$ cat src/rtl/freq_mult_pkg.sv
// Shared types and constants for the clock-multiplier calibration sequencer.
// The divider value is derived from one measured period of the slow clock.
package freq_mult_pkg;

  localparam int MEAS_W = 16;
  localparam int K_W    = 8;

  localparam logic [K_W-1:0]    K_MAX        = 8'd255;
  localparam logic [MEAS_W-1:0] MEAS_TIMEOUT = 16'hFFFF;

  typedef enum logic [2:0] {
    IDLE    = 3'd0,
    SYNC    = 3'd1,
    MEASURE = 3'd2,
    CALC    = 3'd3,
    LOAD    = 3'd4,
    RUN     = 3'd5
  } state_e;

  typedef struct packed {
    logic [K_W-1:0] k;
    logic           err;
    logic           abort;
  } calc_t;

  // Divider value for a measured period: half-period of the multiplied clock
  // expressed in reference cycles, saturated to the counter range.
  function automatic calc_t calc_k(input logic [MEAS_W-1:0] period,
                                   input logic [2:0]        exp_n,
                                   input logic [K_W-1:0]    k_prev);
    calc_t             res;
    logic [MEAS_W-1:0] q;
    q         = period >> ({1'b0, exp_n} + 4'd1);
    res.k     = k_prev;
    res.err   = 1'b0;
    res.abort = 1'b0;
    if (q == '0) begin
      res.err   = 1'b1;
      res.abort = 1'b1;
    end else if (|q[MEAS_W-1:K_W]) begin
      res.k   = K_MAX;
      res.err = 1'b1;
    end else begin
      res.k = q[K_W-1:0];
    end
    return res;
  endfunction

endpackage

$ cat src/rtl/freq_mult_sequencer_edge_sync.sv
// Two-flop synchronizer for the asynchronous measured clock followed by a
// registered rising-edge detector; rise pulses for one cycle.
module edge_sync (
  input  logic clk,
  input  logic rst,
  input  logic d,
  output logic rise
);

  logic [2:0] sync_q;
  logic       rise_q;

  always_ff @(posedge clk or negedge rst) begin
    if (!rst) begin
      sync_q <= '0;
      rise_q <= 1'b0;
    end else begin
      sync_q <= {sync_q[1:0], d};
      rise_q <= sync_q[1] & ~sync_q[2];
    end
  end

  assign rise = rise_q;

endmodule

$ cat src/rtl/freq_mult_sequencer.sv
// Calibration sequencer: measures one period of f in reference cycles, derives
// the output divider reload value k for f * 2^n and then runs the divider.
module freq_mult_sequencer
  import freq_mult_pkg::*;
(
  input  logic           clk,
  input  logic           rst,
  input  logic           f,
  input  logic           adjust,
  input  logic [2:0]     n,
  input  logic           cout,
  output logic           ld_cnt,
  output logic           cnt_en,
  output logic [K_W-1:0] k,
  output logic           valid,
  output logic           busy,
  output logic           err
);

  state_e            state_q, state_d;
  logic [MEAS_W-1:0] meas_q, meas_d;
  logic [MEAS_W-1:0] period_q, period_d;
  logic [K_W-1:0]    k_q, k_d;
  logic              err_q, err_d;
  logic              rise;
  calc_t             calc_res;

  edge_sync u_edge_sync (
    .clk  (clk),
    .rst  (rst),
    .d    (f),
    .rise (rise)
  );

  always_ff @(posedge clk or negedge rst) begin
    if (!rst) begin
      state_q  <= IDLE;
      meas_q   <= '0;
      period_q <= '0;
      k_q      <= '0;
      err_q    <= 1'b0;
    end else begin
      state_q  <= state_d;
      meas_q   <= meas_d;
      period_q <= period_d;
      k_q      <= k_d;
      err_q    <= err_d;
    end
  end

  always_comb begin
    state_d  = state_q;
    meas_d   = meas_q;
    period_d = period_q;
    k_d      = k_q;
    err_d    = err_q;
    calc_res = calc_k(period_q, n, k_q);

    // A fresh request always wins, whatever the sequencer is doing.
    if (adjust) begin
      state_d = SYNC;
      meas_d  = '0;
      err_d   = 1'b0;
    end else begin
      case (state_q)
        IDLE: begin
          state_d = IDLE;
        end
        SYNC: begin
          if (meas_q == MEAS_TIMEOUT) begin
            state_d = IDLE;
            err_d   = 1'b1;
          end else if (rise) begin
            state_d = MEASURE;
            meas_d  = '0;
          end else begin
            meas_d = meas_q + MEAS_W'(1);
          end
        end
        MEASURE: begin
          // Timeout is checked first so meas never wraps and P fits MEAS_W.
          if (meas_q == MEAS_TIMEOUT) begin
            state_d = IDLE;
            err_d   = 1'b1;
          end else if (rise) begin
            state_d  = CALC;
            period_d = meas_q + MEAS_W'(1);
          end else begin
            meas_d = meas_q + MEAS_W'(1);
          end
        end
        CALC: begin
          k_d     = calc_res.k;
          err_d   = err_q | calc_res.err;
          state_d = calc_res.abort ? IDLE : LOAD;
        end
        LOAD: begin
          state_d = RUN;
        end
        RUN: begin
          state_d = RUN;
        end
        default: begin
          state_d = IDLE;
        end
      endcase
    end
  end

  assign busy   = (state_q == SYNC) || (state_q == MEASURE) ||
                  (state_q == CALC) || (state_q == LOAD);
  assign valid  = (state_q == RUN);
  assign cnt_en = (state_q == RUN);
  assign ld_cnt = (state_q == LOAD) || ((state_q == RUN) && cout);
  assign k      = k_q;
  assign err    = err_q;

endmodule

$ cat config.mk
export PLATFORM = sky130hd
export DESIGN_NAME = freq_mult_sequencer
export DESIGN_NICKNAME = d
export VERILOG_FILES = /design/src/rtl/freq_mult_pkg.sv /design/src/rtl/freq_mult_sequencer_edge_sync.sv /design/src/rtl/freq_mult_sequencer.sv
export SDC_FILE = /design/constraint.sdc
export NUM_CORES = 1
export LEC_CHECK = 0
export ABC_CLOCK_PERIOD_IN_PS = 2600
export CAP_MARGIN = 5
export CORE_MARGIN = 4
export CORE_UTILIZATION = 59
export CTS_CLUSTER_DIAMETER = 30
export DETAILED_ROUTE_END_ITERATION = 7
export GPL_TIMING_DRIVEN = 0
export PLACE_DENSITY_LB_ADDON = 0.12
export SLEW_MARGIN = 20
export SYNTH_ARGS = -nofsm -noshare
export SYNTH_HDL_FRONTEND = slang
export SYNTH_SLANG_ARGS = --single-unit
$ cat constraint.sdc
create_clock -name clk -period 2.6 [get_ports clk]
set_input_delay 0.26 -clock clk [delete_from_list [all_inputs] [get_ports clk]]
set_output_delay 0.26 -clock clk [all_outputs]
set_load 0.05 [all_outputs]
# After elaboration in Yosys (flattened, before gate mapping)
# Index checks and enable logic that the tools add are counted.
# classes
shift	1
add_sub_neg	2
n_reduce_logical	16
bitwise	6
mux	20
eq_ne	12
# ops
operator	n
16-bit two-way mux	5
16-bit one-hot mux with 2 select lines	1
3-bit two-way mux	6
16-bit by 1-bit adder with 16-bit output (second input constant)	1
16-bit equality test (second input constant)	1
16-bit logical NOT	1
16-bit by 4-bit right shift with 16-bit output	1
3-bit one-hot mux with 4 select lines	1
3-bit inequality test (second input constant)	3
8-bit two-way mux	1
4-bit by 3-bit inequality test with 1-bit output (second input constant)	2
4-bit AND reduction	2
8-bit OR reduction	1
3-bit by 2-bit equality test with 1-bit output (second input constant)	2
3-bit equality test (second input constant)	2
3-bit nonzero test	2
1-bit two-way mux	5
3-bit by 1-bit adder with 4-bit output (second input constant)	1
1-bit logical OR	4
1-bit inverter	4
2-bit AND reduction	2
2-bit OR reduction	2
3-bit by 1-bit equality test with 1-bit output (second input constant)	1
3-bit by 1-bit inequality test with 1-bit output (second input constant)	1
other kinds (5)	5
# totals
output_inout_bits	13
register_bits	48
word_cells	64
input_bits	8

# Depth between registers and ports, before layout
# Gate-level depths: netlist of run 1.
# logic_depth
depth_word	8
depth_mapped	9
depth_no_buf	7

# By module
# A second synthesis of run 1 with hierarchy kept.
# hier_totals
hier_cells	290
area_unflattened_um2	2756.4
# modules_own_cells
mod	seq_area_each_um2	area_per_inst_um2	instances	cells_each
freq_mult_sequencer	1076.0	2642.5	1	285
edge_sync	100.1	113.9	1	5

# Worst setup path before layout of run 1
# Ideal clock, no wire load.
# synth_path
path_type	register to register
start	reg meas_q[0]
end	reg meas_q[3]
slack_ns	0.380
t_required_ns	2.467
path_stages_with_launch	10
setup_time_ns	0.133
synth_period_minus_slack_ns	2.220
arrival_time_ns	2.087
path_buffers	2
cell_sequence	dfrtp_1 ha_1 nand3_1 or3_1 buf_2 o311ai_4 buf_2 nor2_1 o21ai_1 o31ai_1
# synth_between
elab_chain_len	5
word_cells_on_any_way	11
classes_between	add/sub (1); eq/ne (3); mux (6); reduce/logical (1)
# synth_lines
item	line	source
from (decl)	freq_mult_sequencer.sv:21	logic [MEAS_W-1:0] meas_q, meas_d;
from (signal assigned)	freq_mult_sequencer.sv:44	meas_q <= meas_d;
16-bit by 1-bit adder with 16-bit output	freq_mult_sequencer.sv:77, freq_mult_sequencer.sv:89	
16-bit two-way mux (on tied branches)	freq_mult_sequencer.sv:85, freq_mult_sequencer.sv:73	
16-bit two-way mux (on tied branches)	freq_mult_sequencer.sv:82, freq_mult_sequencer.sv:70	
16-bit one-hot mux with 2 select lines	freq_mult_sequencer.sv:65	case (state_q)
16-bit two-way mux	freq_mult_sequencer.sv:60	if (adjust) begin
# Parallel ways exist; a longest one is shown, timed or not. The select of a mux whose other input is x is not followed.
# A chain may end at the register's enable or synchronous reset.

# Worst setup path after layout of run 1
# layout_path
start	reg state_q[0]
end	out valid
# layout_between
elab_chain_len	1
# layout_lines
item	line	source
from (decl)	freq_mult_sequencer.sv:20	state_e state_q, state_d;
from (signal assigned)	freq_mult_sequencer.sv:43	state_q <= state_d;
3-bit equality test	freq_mult_sequencer.sv:112	assign valid = (state_q == RUN);
to (decl)	freq_mult_sequencer.sv:15	output logic valid,
# Every way passes these cells.

==> results of run 1 <==
logic make-up (layout without fill, tap and decap cells):
group	Yosys count	in the layout	synth area share, %
AND/OR/NAND/NOR	99	99	16.75
AO/OA/AOI/OAI	77	77	18.99
flip-flops	47	47	39.76
multiplexers	26	26	15.86
buffers and inverters	22	58	4.315
XOR/XNOR	12	12	3.553
adder cells (fa/ha/maj)	2	2	0.7614
power by group through the flow:
stage / combinational [mW] / sequential, mW / clock, mW
6_report: 0.671 / 0.932 / 0.537
5_1_grt: 0.724 / 0.947 / 0.582
4_1_cts: 0.660 / 0.930 / 0.556
3_5_place_dp: 0.657 / 0.944 / 0
3_3_place_gp: 0.645 / 0.940 / 0
2_1_floorplan: 0.359 / 1.04 / 0
layer usage:
| metal | global-route usage, % | routed length [um] | up-vias |
|---|---|---|---|
| li1 | - | - | 1130 |
| met1 | 28.92 | 2676 | 1109 |
| met2 | 36.08 | 2986 | 60 |
| met3 | 2.948 | 260 | 7 |
| met4 | 8.042 | 87 | 0 |
| met5 | 0 | 0 | - |
what timing repair did:
action | in CTS | in global routing
hold buffers | 1 | 0
endpoints found under the setup margin | 0 | 19
buffers inserted | 0 | 6
resized for setup | 0 | 1
endpoints found under the hold margin | 16 | 0
area by class of cell:
cell class / count / area [sq um]
buffer: 15 / 101.3
clock buffer: 5 / 68.82
clock inverter: 3 / 43.79
fill: 356 / 1355
inverter: 7 / 26.28
multi-input combinational: 216 / 1660
sequential: 47 / 1176
tap: 67 / 83.83
timing repair buffer: 28 / 270.3
per-stage QoR:
step	cells	power [mW]	utilization (%)	TNS (ns)	setup WS, ns
2_1_floorplan	285	1.402	-	0	0.3802
3_3_place_gp	372	1.584	67.74	-1.714	-0.1248
3_5_place_dp	373	1.602	68.05	-1.191	-0.1520
4_1_cts	382	2.146	70.61	0	0.003111
5_1_grt	388	2.253	71.69	-0.003227	-0.003227
6_report	388	2.140	71.69	0	0.1545
state kept, by name (all words and copies together), names as in the netlist:
register,flops
u_edge_sync.sync_q,3
k,8
period_q,15
err,1
u_edge_sync.rise,1
state_q,3
meas_q,16
worst paths after layout:
| path | startpoint | endpoint | slack [ns] |
|---|---|---|---|
| max in group asynchronous | rst | period_q[9]$_DFFE_PN0P_ | 1.69 |
| min in group asynchronous | rst | k[6]$_DFFE_PN0P_ | 0.41 |
| worst min register to register | u_edge_sync.sync_q[0]$_DFF_PN0_ | u_edge_sync.sync_q[1]$_DFF_PN0_ | 0.36 |
| worst max register to register | meas_q[0]$_DFFE_PN0P_ | meas_q[10]$_DFFE_PN0P_ | 0.18 |
| worst max-delay path | state_q[0]$_DFFE_PN0P_ | valid | 0.15 |
| worst min-delay path | u_edge_sync.sync_q[0]$_DFF_PN0_ | u_edge_sync.sync_q[1]$_DFF_PN0_ | 0.36 |
cells in the final DEF (no fill, tap or decap), types with 3 or more instances in the layout:
cell,count
dfrtp_1,47
nor2_1,37
o21ai_1,21
a21oi_1,19
clkdlybuf4s50_1,19
nand2_1,16
mux4_2,10
buf_4,10
nand3_1,8
mux2i_1,8
o31ai_1,8
a2bb2oi_2,8
nand2b_1,7
buf_2,7
xor2_1,7
nor2b_1,6
inv_1,6
xnor2_1,5
clkbuf_8,5
nor4_1,4
mux4_1,4
nor3_1,4
o21ai_0,4
and3_1,4
a31oi_1,4
buf_6,3
and2_1,3
mux2_1,3
o21a_1,3
cell usage after synthesis (3+ instances only):
master / instances / area share [%]
nand2b_1: 7 / 1.5
inv_1: 6 / 0.76
nand3_1: 8 / 1.4
xor2_1: 7 / 2.1
buf_2: 6 / 1.0
mux4_2: 10 / 7.6
o21a_1: 3 / 0.76
buf_4: 4 / 1.0
mux2_1: 3 / 1.1
a31oi_1: 4 / 0.85
o31ai_1: 8 / 2.0
nand2_1: 16 / 2.0
dfrtp_1: 47 / 40
and2_1: 3 / 0.63
buf_6: 3 / 1.1
a21oi_1: 19 / 3.2
and3_1: 4 / 0.85
a2bb2oi_2: 8 / 4.1
o21ai_1: 21 / 3.6
nor2b_1: 6 / 1.3
nor2_1: 37 / 4.7
mux4_1: 4 / 3.6
o21ai_0: 4 / 0.68
xnor2_1: 5 / 1.5
nor3_1: 4 / 0.68
mux2i_1: 8 / 2.7
nor4_1: 4 / 0.85
==> impl_metrics.env, run 1 <==
export IMPL_max_freq_mhz=408.9
export IMPL_wl_per_cell_um=15.49
export IMPL_clock_skew_ns=0.01266
export IMPL_slew_viol_final=0
export IMPL_avgSynthCellArea_sq_um=10.38
export IMPL_syn_to_final_growth_pct=15.99
export IMPL_placed_area_sq_mm=0.003257
export IMPL_p_leak_nw=1.389
export IMPL_fin_hold_ws_ns=0.3556
export IMPL_start_util_pct=61.80
export IMPL_clkTransAtPathRegs_ns=0.09
export IMPL_rr_worst_depth=9
export IMPL_clkLatencyLatePin_ns=0.30
export IMPL_dp_hpwl_um=4403
export IMPL_cp_required_ns=2.34
export IMPL_dr_first_iter_drc_count=236
export IMPL_die_area_sq_mm=0.006210
export IMPL_p_switching_mw=0.7184
export IMPL_synthCells=285
export IMPL_viasPerCell=5.943
export IMPL_wirelength_um=6011
export IMPL_tightest_slew_ns=0.6098
export IMPL_synth_nets=294
export IMPL_antenna_cells=0
export IMPL_hold_viol_final=0
export IMPL_pwr_share_seq_pct=43.5
export IMPL_vias=2306
export IMPL_synth_async_sr_flop_share_pct=100.0
export IMPL_arrival_ns=2.19
export IMPL_hold_class="reg -> reg"
export IMPL_fin_crit_sh_pct=94.06
export IMPL_core_area_sq_mm=0.004786
export IMPL_final_antenna_net_count=0
export IMPL_path_cells="nor2b_1 -> and2_1 -> buf_4 -> clkdlybuf4s50_1"
export IMPL_p_per_area_mw_per_mm2=623.9
export IMPL_cts_num_sinks=47
export IMPL_switching_share_pct=33.56
export IMPL_numCtsBuffers=5
export IMPL_dieHeight_um=78.81
export IMPL_grt_max_degree=32
export IMPL_layout_min_cycle_time_ns=2.446
export IMPL_final_nets=329
export IMPL_ios=21
export IMPL_cp_end_kind="primary output"
export IMPL_grt_pass1_wl_um=10550
export IMPL_dr_pass1_iters=7
export IMPL_peakVddDrop_uv=374.2
export IMPL_setup_viol=0
export IMPL_tritoncts="built"
export IMPL_relSlewSlack_pct=58.97
export IMPL_drc=0
export IMPL_ys_types=49
export IMPL_grt_ovfl_total=0
export IMPL_clockBufferDepth=2
export IMPL_h_tree_depth=2
export IMPL_power_internal_mw=1.422
export IMPL_clock_tree_root_cell="clkbuf_8"
export IMPL_fp_dieW_um=78.81
export IMPL_layout_drive_gt1_share_pct=17.13
export IMPL_synth_enable_flop_cells=0
export IMPL_globalplace_congestion=0.8585
export IMPL_cp_depth=4
export IMPL_rows=25
export IMPL_p_clk_share_pct=25.1
export IMPL_synth_seq_cells=47
export IMPL_io_buffer_count=20
export IMPL_grt_pass1_vias=2231
export IMPL_netlist_area_sq_mm=0.002958
export IMPL_status="completed"
export IMPL_yosysWarnings=0
export IMPL_postLayoutCellArea_sq_mm=0.003431
export IMPL_synthFlopType="dfrtp_1"
export IMPL_antenna_found_initial=0
export IMPL_crit_path_max_fanout=7
export IMPL_hold_path_depth=0
export IMPL_path_buf_inv=2
export IMPL_critPathMaxStageDelay_ns=0.78
export IMPL_cap_violations=0
export IMPL_seq_area_frac_synth_pct=39.76
export IMPL_path_delay_family="buffers and inverters"
export IMPL_comb_power_share_pct=31.3
export IMPL_track_usage_pct=21.65
export IMPL_start_kind="register"
export IMPL_path_class="reg -> out"
export IMPL_slowest_stage="clkdlybuf4s50_1"
No activity file was read; power rests on OpenSTA's default activity.
==> run 2, diff against run 1 <==
- ABC_AREA: not set -> 1
- CORE_UTILIZATION: 59 -> 45
==> impl_metrics.env, run 2 <==
export IMPL_reg2reg_slack_ns=0.47
export IMPL_wl_per_cell_um=12.73
export IMPL_mostFrequentLayoutCell="nand2_1"
export IMPL_max_freq_mhz=406.3
export IMPL_synthCells=382
export IMPL_numCtsBuffers=5
export IMPL_clockBufferDepth=2
export IMPL_cap_violations=0
export IMPL_placed_area_sq_mm=0.003029
export IMPL_clock_tree_root_cell="clkbuf_8"
export IMPL_wirelength_um=6188
export IMPL_dr_first_iter_drc_count=138
export IMPL_ys_types=24
export IMPL_die_area_sq_mm=0.007377
export IMPL_h_tree_depth=2
export IMPL_yosysMostFrequentCell="nand2_1"
export IMPL_rows=28
export IMPL_fin_crit_sh_pct=94.66
export IMPL_dr_pass1_iters=4
export IMPL_final_antenna_net_count=0
export IMPL_synth_enable_flop_cells=0
export IMPL_path_buf_inv=3
export IMPL_status="completed"
export IMPL_p_per_area_mw_per_mm2=655.4
export IMPL_final_cells=486
export IMPL_synth_nets=391
export IMPL_grt_max_degree=32
export IMPL_layout_min_cycle_time_ns=2.461
export IMPL_rsz0062_at_grt="false"
export IMPL_cts_setup_buffers=0
export IMPL_netlist_area_sq_mm=0.002730
export IMPL_path_class="reg -> out"
export IMPL_crit_path_max_fanout=4
export IMPL_grt_pass1_vias=2287
export IMPL_io_buffer_count=19
export IMPL_crit_top_cell="inv_1"
export IMPL_globalplace_congestion=0.8817
export IMPL_synthFlopType="dfrtp_1"
export IMPL_core_area_sq_mm=0.005921
export IMPL_hold_class="reg -> reg"
export IMPL_cp_end_kind="primary output"
export IMPL_power_mw=2.063
export IMPL_synth_area_leader_cell="dfrtp_1"
export IMPL_synth_seq_cells=47
export IMPL_dp_hpwl_um=4752
export IMPL_start_kind="register"
export IMPL_largest_register_ffs=16
export IMPL_synth_top_area_share_pct=43.08
export IMPL_setup_viol=0
export IMPL_clkLatencyLatePin_ns=0.30
export IMPL_slew_viol_final=0
export IMPL_synth_common_cells="nand2_1 (147), dfrtp_1 (47), nand3_1 (43), inv_1 (33)"
export IMPL_path_delay_family="buffers and inverters"
export IMPL_synth_area_leaders="dfrtp_1 (43%), nand2_1 (20%), nand3_1 (7.9%)"
export IMPL_peakVddDrop_uv=582.0
export IMPL_antenna_cells=0
export IMPL_final_nets=419
export IMPL_ios=21
export IMPL_layout_drive_gt1_share_pct=7.543
export IMPL_clock_skew_ns=0.01006
export IMPL_viasPerCell=5.086
export IMPL_start_util_pct=46.11
export IMPL_final_cell_mix="nand2_1 (147), dfrtp_1 (47), nand3_1 (43)"
export IMPL_relSlewSlack_pct=63.58
export IMPL_fillCellCount=593
export IMPL_tritoncts="built"
export IMPL_grt_ovfl_total=0
export IMPL_avgSynthCellArea_sq_um=7.147
export IMPL_top_register="meas_q"
export IMPL_vias=2472
export IMPL_synth_async_sr_flop_share_pct=100.0
export IMPL_clkTransAtPathRegs_ns=0.08
export IMPL_finish_utilization_pct=53.17
export IMPL_cts_num_sinks=47
export IMPL_p_leak_nw=1.484
export IMPL_track_usage_pct=17.45
export IMPL_yosysWarnings=0
export IMPL_tns_ns=0
export IMPL_dp_cells=477
export IMPL_tightest_slew_ns=0.5463
export IMPL_cp_required_ns=2.34
export IMPL_drc=0
export IMPL_path_cells="nor3_1 -> inv_1 -> nand2_1 -> inv_1 -> o211ai_1 -> clkdlybuf4s50_1"
export IMPL_syn_to_final_growth_pct=15.31
export IMPL_antenna_found_initial=0
export IMPL_slowest_stage="clkdlybuf4s50_1"
export IMPL_fp_dieW_um=85.89
export IMPL_hold_viol_final=0
export IMPL_grt_pass1_wl_um=10470
export IMPL_seq_area_frac_synth_pct=43.08
export IMPL_postLayoutCellArea_sq_mm=0.003148
export IMPL_dieHeight_um=85.89
export IMPL_critPathMaxStageDelay_ns=0.83
export IMPL_arrival_ns=2.20
run 2: cell types whose count changed in the layout (fill, tap and decap cells not counted), sizes merged, moves of 9 or more:
cell,previous run,this run
a21oi,19,4
buf,21,12
inv,7,35
mux4,15,0
nand2,16,147
nand3,8,45
nand4,2,13
nor2,37,24
run 2: what timing repair did:
| action | 4_1_cts | 5_1_grt |
|---|---|---|
| endpoints found under the hold margin | 16 | 0 |
| setup endpoints to repair | 0 | 1 |
| hold buffers | 1 | 0 |
| gates resized for setup | 0 | 1 |
run 2: path summary, 6_finish.rpt:
kind,startpoint,to,cells after the start
worst max register to register,meas_q[0]$_DFFE_PN0P_,state_q[0]$_DFFE_PN0P_,12
max in group asynchronous,rst,period_q[12]$_DFFE_PN0P_,3
min in group asynchronous,rst,meas_q[14]$_DFFE_PN0P_,2
worst min register to register,u_edge_sync.sync_q[0]$_DFF_PN0_,u_edge_sync.sync_q[1]$_DFF_PN0_,0
worst max-delay path,state_q[2]$_DFFE_PN0P_,busy,6
worst min-delay path,u_edge_sync.sync_q[0]$_DFF_PN0_,u_edge_sync.sync_q[1]$_DFF_PN0_,0
run 2: power by group:
group          switching (mW)  internal [mW]
clock network           0.241          0.242
logic                   0.476          0.222
registers              0.0607          0.822
total                   0.778           1.29
run 2: logic make-up (layout without fill, tap and decap cells):
| family | after synthesis | after routing | synth area share [%] |
|---|---|---|---|
| compound gates | 34 | 34 | 6.462 |
| buf+inv | 50 | 79 | 7.837 |
| flops | 47 | 47 | 43.08 |
| simple gates | 239 | 239 | 38.63 |
| xor+xnor | 11 | 11 | 3.529 |
| fa+ha+maj | 1 | 1 | 0.4582 |
run 2: area by class of cell:
type	count	area, sq um	share of cell area, %
Multi-Input combinational cell	285	1345	42.73
Timing Repair Buffer	21	215.2	6.836
Clock buffer	7	96.34	3.060
Clock inverter	1	7.507	0.2385
Tap cell	75	93.84	2.981
Inverter	35	131.4	4.173
Buffer	15	82.58	2.623
Sequential cell	47	1176	37.36
run 2: per-stage QoR:
stage | hold slack, ns | setup WS [ns]
3_5_place_dp | 0.2068 | 0.2788
6_report | 0.3658 | 0.1388
5_1_grt | 0.3858 | 0.02915
2_1_floorplan | -0.03559 | 0.7761
4_1_cts | 0.3704 | 0.08865
3_3_place_gp | 0.3563 | 0.00005307
run 2: routing by layer:
metal	part of all wire, %	GRT usage, %	routed length [um]	up-vias
met1	49	23.99	3016	1118
met3	4.0	3.170	247	7
met4	1.0	4.173	62	0
li1	-	-	-	1291
met2	46	28.59	2862	56
met5	0	0	0	-
